<file path="src/rtl/clk_run_ctrl.sv">
// Run/step/halt sequencer for the core clock: programmable tick divider,
// edge-detected controls, registered CoreEn pulse and saturating pulse count.
module clk_run_ctrl #(
   parameter int DIV_W       = 26,
   parameter int DEFAULT_DIV = 10000,
   parameter int CNT_W       = 32
) (
   input  logic             Clk,
   input  logic             Rst,
   input  logic             DivLoad,
   input  logic [DIV_W-1:0] DivIn,
   input  logic             Run,
   input  logic             Step,
   input  logic             Stop,
   input  logic             CoreHalt,
   output logic             CoreEn,
   output logic             Running,
   output logic             Halted,
   output logic [CNT_W-1:0] CycleCnt
);

   typedef enum logic [1:0] {
      IDLE = 2'b00,
      RUN  = 2'b01,
      STEP = 2'b10,
      HALT = 2'b11
   } stateT;

   stateT            state, stateNext;
   logic [DIV_W-1:0] divCnt, divReg;
   logic             runPrev, stepPrev, stopPrev;
   logic             runEdge, stepEdge, stopEdge;
   logic             tick, coreEnNext;

   // A reload cycle restarts the divider and suppresses its tick
   assign tick     = (divCnt == divReg) && !DivLoad;
   assign runEdge  = Run  & ~runPrev;
   assign stepEdge = Step & ~stepPrev;
   assign stopEdge = Stop & ~stopPrev;

   always_ff @(posedge Clk or posedge Rst) begin
      if (Rst) begin
         divCnt <= '0;
         divReg <= DIV_W'(DEFAULT_DIV);
      end else if (DivLoad) begin
         divCnt <= '0;
         divReg <= DivIn;
      end else if (tick) begin
         divCnt <= '0;
      end else begin
         divCnt <= divCnt + DIV_W'(1);
      end
   end

   // History resets high so a level held through reset is not an edge
   always_ff @(posedge Clk or posedge Rst) begin
      if (Rst) begin
         runPrev  <= 1'b1;
         stepPrev <= 1'b1;
         stopPrev <= 1'b1;
      end else begin
         runPrev  <= Run;
         stepPrev <= Step;
         stopPrev <= Stop;
      end
   end

   always_ff @(posedge Clk or posedge Rst) begin
      if (Rst) state <= IDLE;
      else     state <= stateNext;
   end

   always_comb begin
      stateNext  = state;
      coreEnNext = 1'b0;
      case (state)
         IDLE: begin
            if (stopEdge)      stateNext = IDLE;
            else if (runEdge)  stateNext = RUN;
            else if (stepEdge) stateNext = STEP;
         end
         RUN: begin
            if (stopEdge)      stateNext = IDLE;
            else if (CoreHalt) stateNext = HALT;
            else if (tick)     coreEnNext = 1'b1;
         end
         STEP: begin
            if (stopEdge) stateNext = IDLE;
            else if (tick) begin
               coreEnNext = 1'b1;
               stateNext  = IDLE;
            end
         end
         HALT: begin
            if (stopEdge) stateNext = IDLE;
         end
         default: stateNext = IDLE;
      endcase
   end

   always_ff @(posedge Clk or posedge Rst) begin
      if (Rst) begin
         CoreEn   <= 1'b0;
         CycleCnt <= '0;
      end else begin
         CoreEn <= coreEnNext;
         if (coreEnNext && (CycleCnt != '1))
            CycleCnt <= CycleCnt + CNT_W'(1);
      end
   end

   assign Running = (state == RUN) || (state == STEP);
   assign Halted  = (state == HALT);

endmodule

</file>
<file path="config.mk">
export PLATFORM = sky130hd
export DESIGN_NAME = clk_run_ctrl
export DESIGN_NICKNAME = d
export VERILOG_FILES = /design/src/rtl/clk_run_ctrl.sv
export SDC_FILE = /design/constraint.sdc
export NUM_CORES = 1
export LEC_CHECK = 0
export BUFFER_PORTS_ARGS = -buffer_cell sky130_fd_sc_hd__buf_4
export CAP_MARGIN = 20
export CELL_PAD_IN_SITES_DETAIL_PLACEMENT = 0
export CELL_PAD_IN_SITES_GLOBAL_PLACEMENT = 1
export CORE_UTILIZATION = 48
export DETAILED_ROUTE_END_ITERATION = 6
export GPL_TIMING_DRIVEN = 0
export HOLD_SLACK_MARGIN = 0.1
export PLACE_DENSITY = 0.95
export SETUP_SLACK_MARGIN = 0.3
export SLEW_MARGIN = 10
export SYNTH_ARGS = -nofsm -noshare
export SYNTH_HDL_FRONTEND = slang
export SYNTH_SLANG_ARGS = --single-unit
</file>
<file path="constraint.sdc">
create_clock -name Clk -period 4 [get_ports Clk]
set_clock_uncertainty 0.15 [all_clocks]
set_input_delay 0 -clock Clk [delete_from_list [all_inputs] [get_ports Clk]]
set_output_delay 0 -clock Clk [all_outputs]
set_load 0.005 [all_outputs]
</file>
==> impl_metrics.ini, run 1 <==
[logic_synthesis]
syn_area_per_cell_um2 = 11.01
syn_inst = 398
yosys_warnings = 0
synth_fp_nets = 438
synth_edf_count = 0
ys_seq_area_share_pct = 51.61
synth_area_um2 = 4383
synth_cell_types = 37
synth_flop_cell = dfrtp_1
ys_ff_latch = 90
synthArstFlopShare_pct = 100.0

[sta]
hold_viol = 0
relSlewSlack_pct = 52.31
timing.fmax_mhz = 316.9
timing_max_transition_violations_final = 0
rsz0062_at_grt = false
period_minus_slack_ns = 3.155
setup_ws_ns = 0.8448
setup_viol = 0
worstMarginPinSlew_ns = 0.7138
fin_crit_sh_pct = 78.88
fin_tns_setup_ns = 0

[clock_network]
root_buffer = clkbuf_8
cts.htree.levels = 3
cts.sinks = 90
cts_max_path_buffers = 2
cts_buffers = 9
tritoncts = yes
post_cts_buffers = 0
path_clk_slew_ns = 0.09
worstSkewPairLatency_ns = 0.36

[worst_setup_path]
path_buf_inv = 1
endpoint_kind = register
cpLargestDelayFamily = simple AND/OR/NAND/NOR gates
reg2reg_slack_ns = 0.84
crit_type = register to register
required_ns = 4.08
crit_path_frequent_cell = nor4_2
crit_path_max_incr_delay_ns = 0.64
rr_worst_depth = 7
cp_cell_sequence = nand4_1 -> nor4_2 -> nand2_1 -> nor4_2 -> clkbuf_1 -> nor3_1 -> xor2_1
r2r-end = CycleCnt[13]$_DFFE_PP0P_
cpMaxStageDelayCell = nor4_2
r2r-start = CycleCnt[8]$_DFFE_PP0P_
startpoint_type = register
critPathArrivalTime_ns = 3.24
cp_max_fo = 10

[power]
total_power_mw = 1.824
leakagePower_nw = 2.656
p_switching_mw = 0.4942
seqPwrFrac_pct = 54.1
power_frac_clock_pct = 31.0
intPower_mw = 1.330
power_density_nw_per_um2 = 325.1
p_sw_share_pct = 27.09
peakVddDrop_v = 0.0001553
power_frac_comb_pct = 14.9

[placed_design]
place.gp.congestion = 0.8292
port_buffers = 66
dpl_worst_slack_ns = 0.9256
dp.cells = 573
hpwl_um = 6770

[floorplan]
placementRows = 34
initial_core_util_pct = 50.01
dieArea_um2 = 9517
die_w_um = 97.56
coreArea_um2 = 8763
die_height_um = 97.56
io-pin-count = 68

[layout]
final_common_cell = dfrtp_1
final_cell_mix = 82 x dfrtp_1, 67 x xor2_1, 66 x buf_4
nets = 555
drive_above_1_share_pct = 24.42
instances_no_fill = 628
diodes = 0
synthToLayoutAreaGrowth_pct = 28.00

[min_path]
min_to = stopPrev$_DFF_PP1_
min_from = Stop
holdPathStages = 2
hp-class = input port to register

[route]
drt-initial-drc-count = 153
wirelength_um = 9782
ant_nets = 0
dr.pass1.iters = 4
routedWlPerCell_um = 15.58
viasPerCell = 5.409
vias = 3397
drc_errors = 0

[global_route]
grt_pass1_wl_um = 16440
grt_overflow_total = 0
antenna_found_initial = 0
grt_max_degree = 55
grt_usage_pct = 21.70
grt_pass1_vias = 3370

[status]
run_status = finished clean

[job]
drv_cap = 0
## synthesized netlist by cell type, types with 2 or more instances
cell / n / share of area (%)
a21oi_1: 2 / 0.23
and2_1: 3 / 0.43
and3_1: 9 / 1.3
and4_1: 6 / 1.2
buf_1: 3 / 0.26
buf_2: 3 / 0.34
clkbuf_1: 7 / 0.60
dfrtp_1: 82 / 47
dfstp_2: 8 / 4.8
ha_1: 7 / 2.0
inv_1: 9 / 0.77
mux2_2: 27 / 6.9
mux2i_1: 2 / 0.46
nand2_1: 25 / 2.1
nand3_1: 26 / 3.0
nand4_1: 12 / 1.7
nor2_1: 36 / 3.1
nor3_1: 11 / 1.3
nor4_1: 18 / 2.6
nor4_2: 3 / 0.86
o211ai_1: 2 / 0.34
o21ai_0: 4 / 0.46
or3_1: 2 / 0.29
or4_1: 2 / 0.34
xnor2_1: 11 / 2.2
xor2_1: 67 / 13
## stage by stage
stage	cell area, µm²	hold WS [ns]	util (%)
CTS	5610	0.1448	64.02
global placement	5014	-0.03112	57.21
finish	5610	0.1545	64.02
detailed placement	5044	-0.08222	57.55
floorplan	4383	-0.1455	-
global route	5610	0.1676	64.02
## sequential cells by signal (all words and copies together), names as in the netlist
| register | flops |
|---|---|
| runPrev | 1 |
| CycleCnt | 32 |
| stopPrev | 1 |
| divReg | 26 |
| state | 2 |
| stepPrev | 1 |
| divCnt | 26 |
| CoreEn | 1 |
## power groups by stage
stage | registers (mW) | clock network (mW) | logic (mW)
floorplan | 0.996 | 0 | 0.155
global placement | 1.00 | 0 | 0.224
detailed placement | 1.01 | 0 | 0.238
CTS | 0.988 | 0.577 | 0.274
global route | 0.994 | 0.609 | 0.303
finish | 0.988 | 0.565 | 0.272
## per-layer routing
layer	global-route usage, %	vias to the layer above	share of wire, %
met3	3.309	24	4.5
met2	32.87	86	47
met4	10.07	0	2.5
met5	0	-	0
met1	30.74	1671	46
li1	-	1616	-
## cell families after synthesis
| logic type | Yosys count | synth area share (%) |
|---|---|---|
| mux | 30 | 7.651 |
| xor+xnor | 78 | 15.59 |
| fa+ha+maj | 7 | 1.998 |
| simple gates | 160 | 19.53 |
| flops | 90 | 51.61 |
| buf+inv | 23 | 2.227 |
| compound gates | 10 | 1.399 |
## worst max-delay path by stage
| stage | startpoint | to | slack (ns) | cells after the start |
|---|---|---|---|---|
| after detailed placement | divCnt[22]$_DFF_PP0_ | CycleCnt[28]$_DFFE_PP0P_ | 0.93 | 8 |
| final | CycleCnt[8]$_DFFE_PP0P_ | CycleCnt[13]$_DFFE_PP0P_ | 0.84 | 7 |
| after floorplan | divReg[10]$_DFFE_PP1P_ | CycleCnt[28]$_DFFE_PP0P_ | 1.40 | 8 |
| after global routing | CycleCnt[9]$_DFFE_PP0P_ | CycleCnt[3]$_DFFE_PP0P_ | 0.66 | 7 |
| after global placement | Rst | CycleCnt[27]$_DFFE_PP0P_ | 0.49 | 2 |
| after CTS | divCnt[22]$_DFF_PP0_ | CycleCnt[28]$_DFFE_PP0P_ | 0.90 | 8 |
## repair_timing
| item | 4_1_cts | 5_1_grt |
|---|---|---|
| hold buffers | 39 | 0 |
| resized for setup | 0 | 0 |
| endpoints found under the hold margin | 120 | 0 |
| endpoints found under the setup margin | 0 | 0 |
## cell type report
class / instances / area [µm²]
plain buffers: 14 / 63.81
clock buffers: 9 / 123.9
clock inverters: 7 / 52.55
fillers: 675 / 3153
inverters: 9 / 36.28
multi-input cells: 285 / 2023
flip-flops and latches: 90 / 2262
well taps: 108 / 135.1
repair buffers: 106 / 913.4
Power figures use the tool's default switching activity.
==> run 2, diff against run 1 <==
--- a/config.mk
+++ b/config.mk
@@ -5,15 +5,16 @@
 export SDC_FILE = /design/constraint.sdc
 export NUM_CORES = 1
 export LEC_CHECK = 0
+export ABC_AREA = 1
 export BUFFER_PORTS_ARGS = -buffer_cell sky130_fd_sc_hd__buf_4
 export CAP_MARGIN = 20
 export CELL_PAD_IN_SITES_DETAIL_PLACEMENT = 0
 export CELL_PAD_IN_SITES_GLOBAL_PLACEMENT = 1
-export CORE_UTILIZATION = 48
+export CORE_UTILIZATION = 38
 export DETAILED_ROUTE_END_ITERATION = 6
 export GPL_TIMING_DRIVEN = 0
 export HOLD_SLACK_MARGIN = 0.1
-export PLACE_DENSITY = 0.95
+export PLACE_DENSITY = 0.86
 export SETUP_SLACK_MARGIN = 0.3
 export SLEW_MARGIN = 10
 export SYNTH_ARGS = -nofsm -noshare
==> constraint.sdc (replaced) <==
create_clock -name Clk -period 2.9 [get_ports Clk]
set_clock_uncertainty 0.15 [all_clocks]
set_input_delay 0 -clock Clk [delete_from_list [all_inputs] [get_ports Clk]]
set_output_delay 0 -clock Clk [all_outputs]
set_load 0.005 [all_outputs]
==> impl_metrics.ini, run 2 <==
[clock_network]
cts_buffers = 9
cts.htree.levels = 3
post_cts_buffers = 0
path_clk_slew_ns = 0.06
cts_max_path_buffers = 2
worstSkewPairLatency_ns = 0.35
cts.sinks = 90
cts_hold_buf = 38
cts_resized = 0
root_buffer = clkbuf_16
tritoncts = yes

[placed_design]
dp.cells = 1029
hpwl_um = 11320
place.gp.congestion = 0.8901
port_buffers = 67
dpl_worst_slack_ns = 0.6329
place_area_um2 = 6237

[job]
drv_cap = 0

[sta]
worstMarginPinSlew_ns = 0.6677
timing.fmax_mhz = 436.2
relSlewSlack_pct = 55.39
fin_crit_sh_pct = 79.05
hold_slack_ns = 0.1624
rsz0062_at_grt = false
hold_viol = 0
setup_viol = 0
timing_max_transition_violations_final = 0
setup_ws_ns = 0.6077
period_minus_slack_ns = 2.292

[logic_synthesis]
syn_area_per_cell_um2 = 7.015
yosys.area.top_type_share_pct = 37.45
synth_cell_types = 35
ys_top_cells_by_area = dfrtp_1 37%, nand2_1 22%, nor2_1 6.4%
yosys.area.top_type = dfrtp_1
ys_seq_area_share_pct = 41.29
syn_inst = 781
yosys_warnings = 0
synth_fp_nets = 821
synth_flop_cell = dfrtp_1
synth_area_um2 = 5479
synthArstFlopShare_pct = 100.0
yosysMostFrequentCell = nand2_1
ys_ff_latch = 90
synth_edf_count = 0
synth_common_cells = 316 x nand2_1, 93 x nor2_1, 82 x dfrtp_1

[layout]
final_cell_mix = 316 x nand2_1, 93 x nor2_1, 82 x dfrtp_1
top_register = CycleCnt
synthToLayoutAreaGrowth_pct = 26.33
nets = 938
n_fill_cell = 1466
diodes = 0
instances_no_fill = 1083
drive_above_1_share_pct = 13.73
largest_reg_flops = 32
fin_area_um2 = 6922
top_regs = CycleCnt x32, divCnt x26, divReg x26
final_common_cell = nand2_1

[floorplan]
die_w_um = 122.1
placementRows = 43
coreArea_um2 = 13990
io-pin-count = 68
initial_core_util_pct = 39.17
dieArea_um2 = 14900
die_height_um = 122.1

[global_route]
grt_pass1_vias = 5288
grt_max_degree = 63
grt_usage_pct = 22.36
grt_pass1_wl_um = 25590
grt_overflow_total = 0
antenna_found_initial = 0

[worst_setup_path]
crit_type = register to register
cp_max_fo = 10
cpLargestDelayFamily = simple AND/OR/NAND/NOR gates
path_buf_inv = 2
critPathArrivalTime_ns = 2.38
startpoint_type = register
crit_path_max_incr_delay_ns = 0.44
endpoint_kind = register
required_ns = 2.99
cpMaxStageDelayCell = dfrtp_1
cp_cell_sequence = ha_1 -> inv_1 -> nor2_4 -> nand2_2 -> nor3_2 -> nand3_2 -> buf_2 -> nand4_1 -> nand2_1

[route]
top_layer_used = met4
ant_nets = 0
dr.pass1.iters = 5
drt-initial-drc-count = 303
wirelength_um = 15190
drt-met1-wl_um = 6774
viasPerCell = 4.842
routedWlPerCell_um = 14.02
vias = 5244
met3_length_um = 544
drc_errors = 0
wl_met2_um = 7585

[power]
leakagePower_nw = 3.450
power_density_nw_per_um2 = 434.0
peakVddDrop_v = 0.0002365
total_power_mw = 3.004

[min_path]
hp-class = input port to register

[status]
run_status = finished clean
## run 2: cell count changes after synthesis, sizes merged, moves of 6 or more
cell    before  now
and4         6    0
xor2        67   26
inv          9   81
o21ai        4   29
nor4        21    2
nand3b       1   11
and3         9    1
nor2        36   97
nand4       12   39
buf          7   14
nand2       25  320
mux2        28    0
nor3        11   17
## run 2: logic make-up after synthesis
kind of cell | count (synthesis) | share of synthesized area, %
buffers and inverters | 102 | 7.924
XOR/XNOR | 33 | 5.275
AO/OA/AOI/OAI | 39 | 3.859
flip-flops | 90 | 41.29
adder cells (fa/ha/maj) | 7 | 1.598
AND/OR/NAND/NOR | 510 | 40.06
## run 2: worst reg2reg max path, stage by stage (launching register included)
cell and delay (ns):
dfrtp_1 0.44, ha_1 0.29, inv_1 0.13, nor2_4 0.16
nand2_2 0.12, nor3_2 0.22, nand3_2 0.23, buf_2 0.28
nand4_1 0.12, nand2_1 0.06
## run 2: final timing paths
check,startpoint,end,slack (ns),cells after the start
hold reg to reg,divReg[13]$_DFFE_PP1P_,divReg[13]$_DFFE_PP1P_,0.35,2
hold / removal,Step,stepPrev$_DFF_PP1_,0.16,2
setup reg to reg,CycleCnt[0]$_DFFE_PP0P_,CycleCnt[27]$_DFFE_PP0P_,0.61,9
setup / recovery,CycleCnt[0]$_DFFE_PP0P_,CycleCnt[27]$_DFFE_PP0P_,0.61,9
min in group asynchronous,Rst,CycleCnt[5]$_DFFE_PP0P_,0.65,4
max in group asynchronous,Rst,stepPrev$_DFF_PP1_,1.25,5
## run 2: through the flow
step / TNS (ns) / utilization (%)
2_1_floorplan: 0 / -
3_3_place_gp: -67.42 / 44.37
3_5_place_dp: 0 / 44.59
4_1_cts: 0 / 49.48
5_1_grt: 0 / 49.48
6_report: 0 / 49.48
## run 2: final cells by class
type	count	area [µm²]	share of cell area, %
sequential	90	2262	32.68
multi-input combinational	589	2783	40.20
clock buffer	10	229.0	3.308
tap	180	225.2	3.254
buffer	21	130.1	1.880
inverter	81	306.5	4.429
clock inverter	6	75.07	1.085
timing repair buffer	106	910.9	13.16
## run 2: power by group
| part | switching [mW] | leakage [nW] | internal (mW) |
|---|---|---|---|
| registers | 0.0360 | 1.19 | 1.31 |
| logic | 0.255 | 2.12 | 0.183 |
| clock network | 0.538 | 0.145 | 0.681 |
## run 2: layer usage
metal	GRT usage [%]	up-vias
met1	26.62	2433
met5	0	-
li1	-	2698
met4	6.707	0
met2	39.87	92
met3	5.009	21
==> run 3, diff against run 2 <==
==> constraint.sdc (replaced) <==
create_clock -name Clk -period 2 [get_ports Clk]
set_clock_uncertainty 0.15 [all_clocks]
set_input_delay 0 -clock Clk [delete_from_list [all_inputs] [get_ports Clk]]
set_output_delay 0 -clock Clk [all_outputs]
set_load 0.005 [all_outputs]
==> impl_metrics.ini, run 3 (synthesis results as in run 2) <==
[worst_setup_path]
path_buf_inv = 4
required_ns = 2.08
crit_path_max_incr_delay_ns = 0.53
cp_cell_sequence = inv_2 -> nand2_2 -> nand2_2 -> nor2_1 -> nand2_1 -> nor2_1 -> nand2_2 -> nor2_8 -> nor2_4 -> inv_4 -> buf_6 -> buf_8 -> nor2_4
crit_path_frequent_cell = nand2_2
startpoint_type = register
critPathArrivalTime_ns = 2.08
cpMaxStageDelayCell = dfstp_2
crit_type = register to register
reg2reg_slack_ns = -0.007
r2r-start = divReg[4]$_DFFE_PP1P_
cp_max_fo = 5
r2r-end = divCnt[3]$_DFF_PP0_
cpLargestDelayFamily = simple AND/OR/NAND/NOR gates
rr_worst_depth = 13
endpoint_kind = register

[placed_design]
port_buffers = 67
hpwl_um = 11380
dp.cells = 1030
place.gp.congestion = 0.9098

[floorplan]
io-pin-count = 68
dieArea_um2 = 14900
placementRows = 43
die_w_um = 122.1
initial_core_util_pct = 39.17
die_height_um = 122.1
coreArea_um2 = 13990

[sta]
rsz0062_at_grt = true
hold_viol = 0
relSlewSlack_pct = 59.65
timing.fmax_mhz = 498.2
fin_crit_sh_pct = 100.4
setup_ws_ns = -0.007315
setup_viol = 2
timing_max_transition_violations_final = 0
period_minus_slack_ns = 2.007
worstMarginPinSlew_ns = 0.6053
fin_tns_setup_ns = -0.008926

[global_route]
grt_max_degree = 37
grt_pass1_vias = 5085
grt_usage_pct = 22.27
antenna_found_initial = 0
grt_pass1_wl_um = 25470
grt_overflow_total = 0

[route]
wirelength_um = 15960
ant_nets = 0
dr.pass1.iters = 5
routedWlPerCell_um = 14.39
drt-initial-drc-count = 310
viasPerCell = 4.864
drc_errors = 0
vias = 5394

[min_path]
hp-class = input port to async pin

[layout]
final_common_cell = nand2_1
register_area_um2 = 2270
top_register = CycleCnt
top_regs = CycleCnt x32, divCnt x26, divReg x26
finish.utilization_pct = 52.84
diodes = 0
instances_no_fill = 1109
nets = 964
final_cell_mix = 300 x nand2_1, 87 x buf_4, 76 x dfrtp_1, 76 x nor2_1, 71 x inv_1
largest_reg_flops = 32
synthToLayoutAreaGrowth_pct = 34.92
drive_above_1_share_pct = 21.96
n_fill_cell = 1340
multi_input_area_um2 = 2959

[power]
leakagePower_nw = 3.620
power_density_nw_per_um2 = 585.8
peakVddDrop_v = 0.0004598

[job]
drv_cap = 0

[status]
run_status = complete, but fails checks
violations = negative setup slack

[clock_network]
cts.sinks = 90
path_clk_slew_ns = 0.07
worstSkewPairLatency_ns = 0.36
cts.htree.levels = 3
root_buffer = clkbuf_16
cts_buffers = 9
cts_max_path_buffers = 2
tritoncts = yes
-- run 3: cell types whose count changed in the layout (fill, tap and decap cells not counted), moves of 6 or more --
cell / delta
dfrtp_2: +6
buf_6: +7
nand2_1: -16
buf_4: +19
nand2_2: +16
nor2_2: +12
nor2_1: -17
dfrtp_1: -6
-- run 3: area by class of cell --
class / count / share of cell area [%]
Multi-Input combinational cell: 589 / 40.03
Sequential cell: 90 / 30.70
Timing Repair Buffer: 132 / 16.00
Inverter: 81 / 4.232
Clock buffer: 14 / 3.571
Tap cell: 180 / 3.047
Buffer: 21 / 2.251
Clock inverter: 2 / 0.1693
-- run 3: worst min-delay path, cell delays in order --
cell and delay [ns]:
dlygate4sd3_1 0.54, buf_4 0.14, clkinvlp_4 0.36
-- run 3: per-stage QoR --
step                hold WS, ns  total power, mW  instance area, µm²  setup WS (ns)
finish                  0.09637            4.330                7392      -0.007315
global route             0.1527            4.532                7392        -0.1330
CTS                      0.1109            4.348                7164       -0.03074
detailed placement     -0.05999            2.573                6275       -0.08979
global placement       -0.03316            2.562                6235       -0.09687
floorplan               -0.1455            2.351                5507         0.2516
-- run 3: worst max-delay path by stage --
stage	slack [ns]	end	depth (start not counted)	from
floorplan	0.25	CycleCnt[9]$_DFFE_PP0P_	9	CycleCnt[0]$_DFFE_PP0P_
global placement	-0.1	CycleCnt[16]$_DFFE_PP0P_	9	CycleCnt[0]$_DFFE_PP0P_
detailed placement	-0.09	CycleCnt[14]$_DFFE_PP0P_	9	CycleCnt[0]$_DFFE_PP0P_
CTS	-0.03	CycleCnt[14]$_DFFE_PP0P_	9	CycleCnt[0]$_DFFE_PP0P_
global route	-0.13	CycleCnt[28]$_DFFE_PP0P_	12	divReg[4]$_DFFE_PP1P_
finish	-0.007	divCnt[3]$_DFF_PP0_	13	divReg[4]$_DFFE_PP1P_
-- run 3: routing by layer --
metal / GRT usage, % / vias to the layer above / part of all wire, %
li1: - / 2755 / -
met1: 30.18 / 2503 / 48
met2: 35.28 / 123 / 46
met3: 5.524 / 13 / 5.2
met4: 5.945 / 0 / 1.1
met5: 0 / - / 0
-- run 3: report_power, final --
group	switching, mW	internal, mW
clock	0.738	0.912
combinational	0.404	0.321
sequential	0.0544	1.90
-- run 3: timing repair --
item,in CTS,in global routing
setup endpoints to repair,61,65
setup buffers,13,11
endpoints found under the hold margin,122,0
resized for setup,40,37
gates cloned,2,1
hold buffers,36,0
pin swaps,7,9
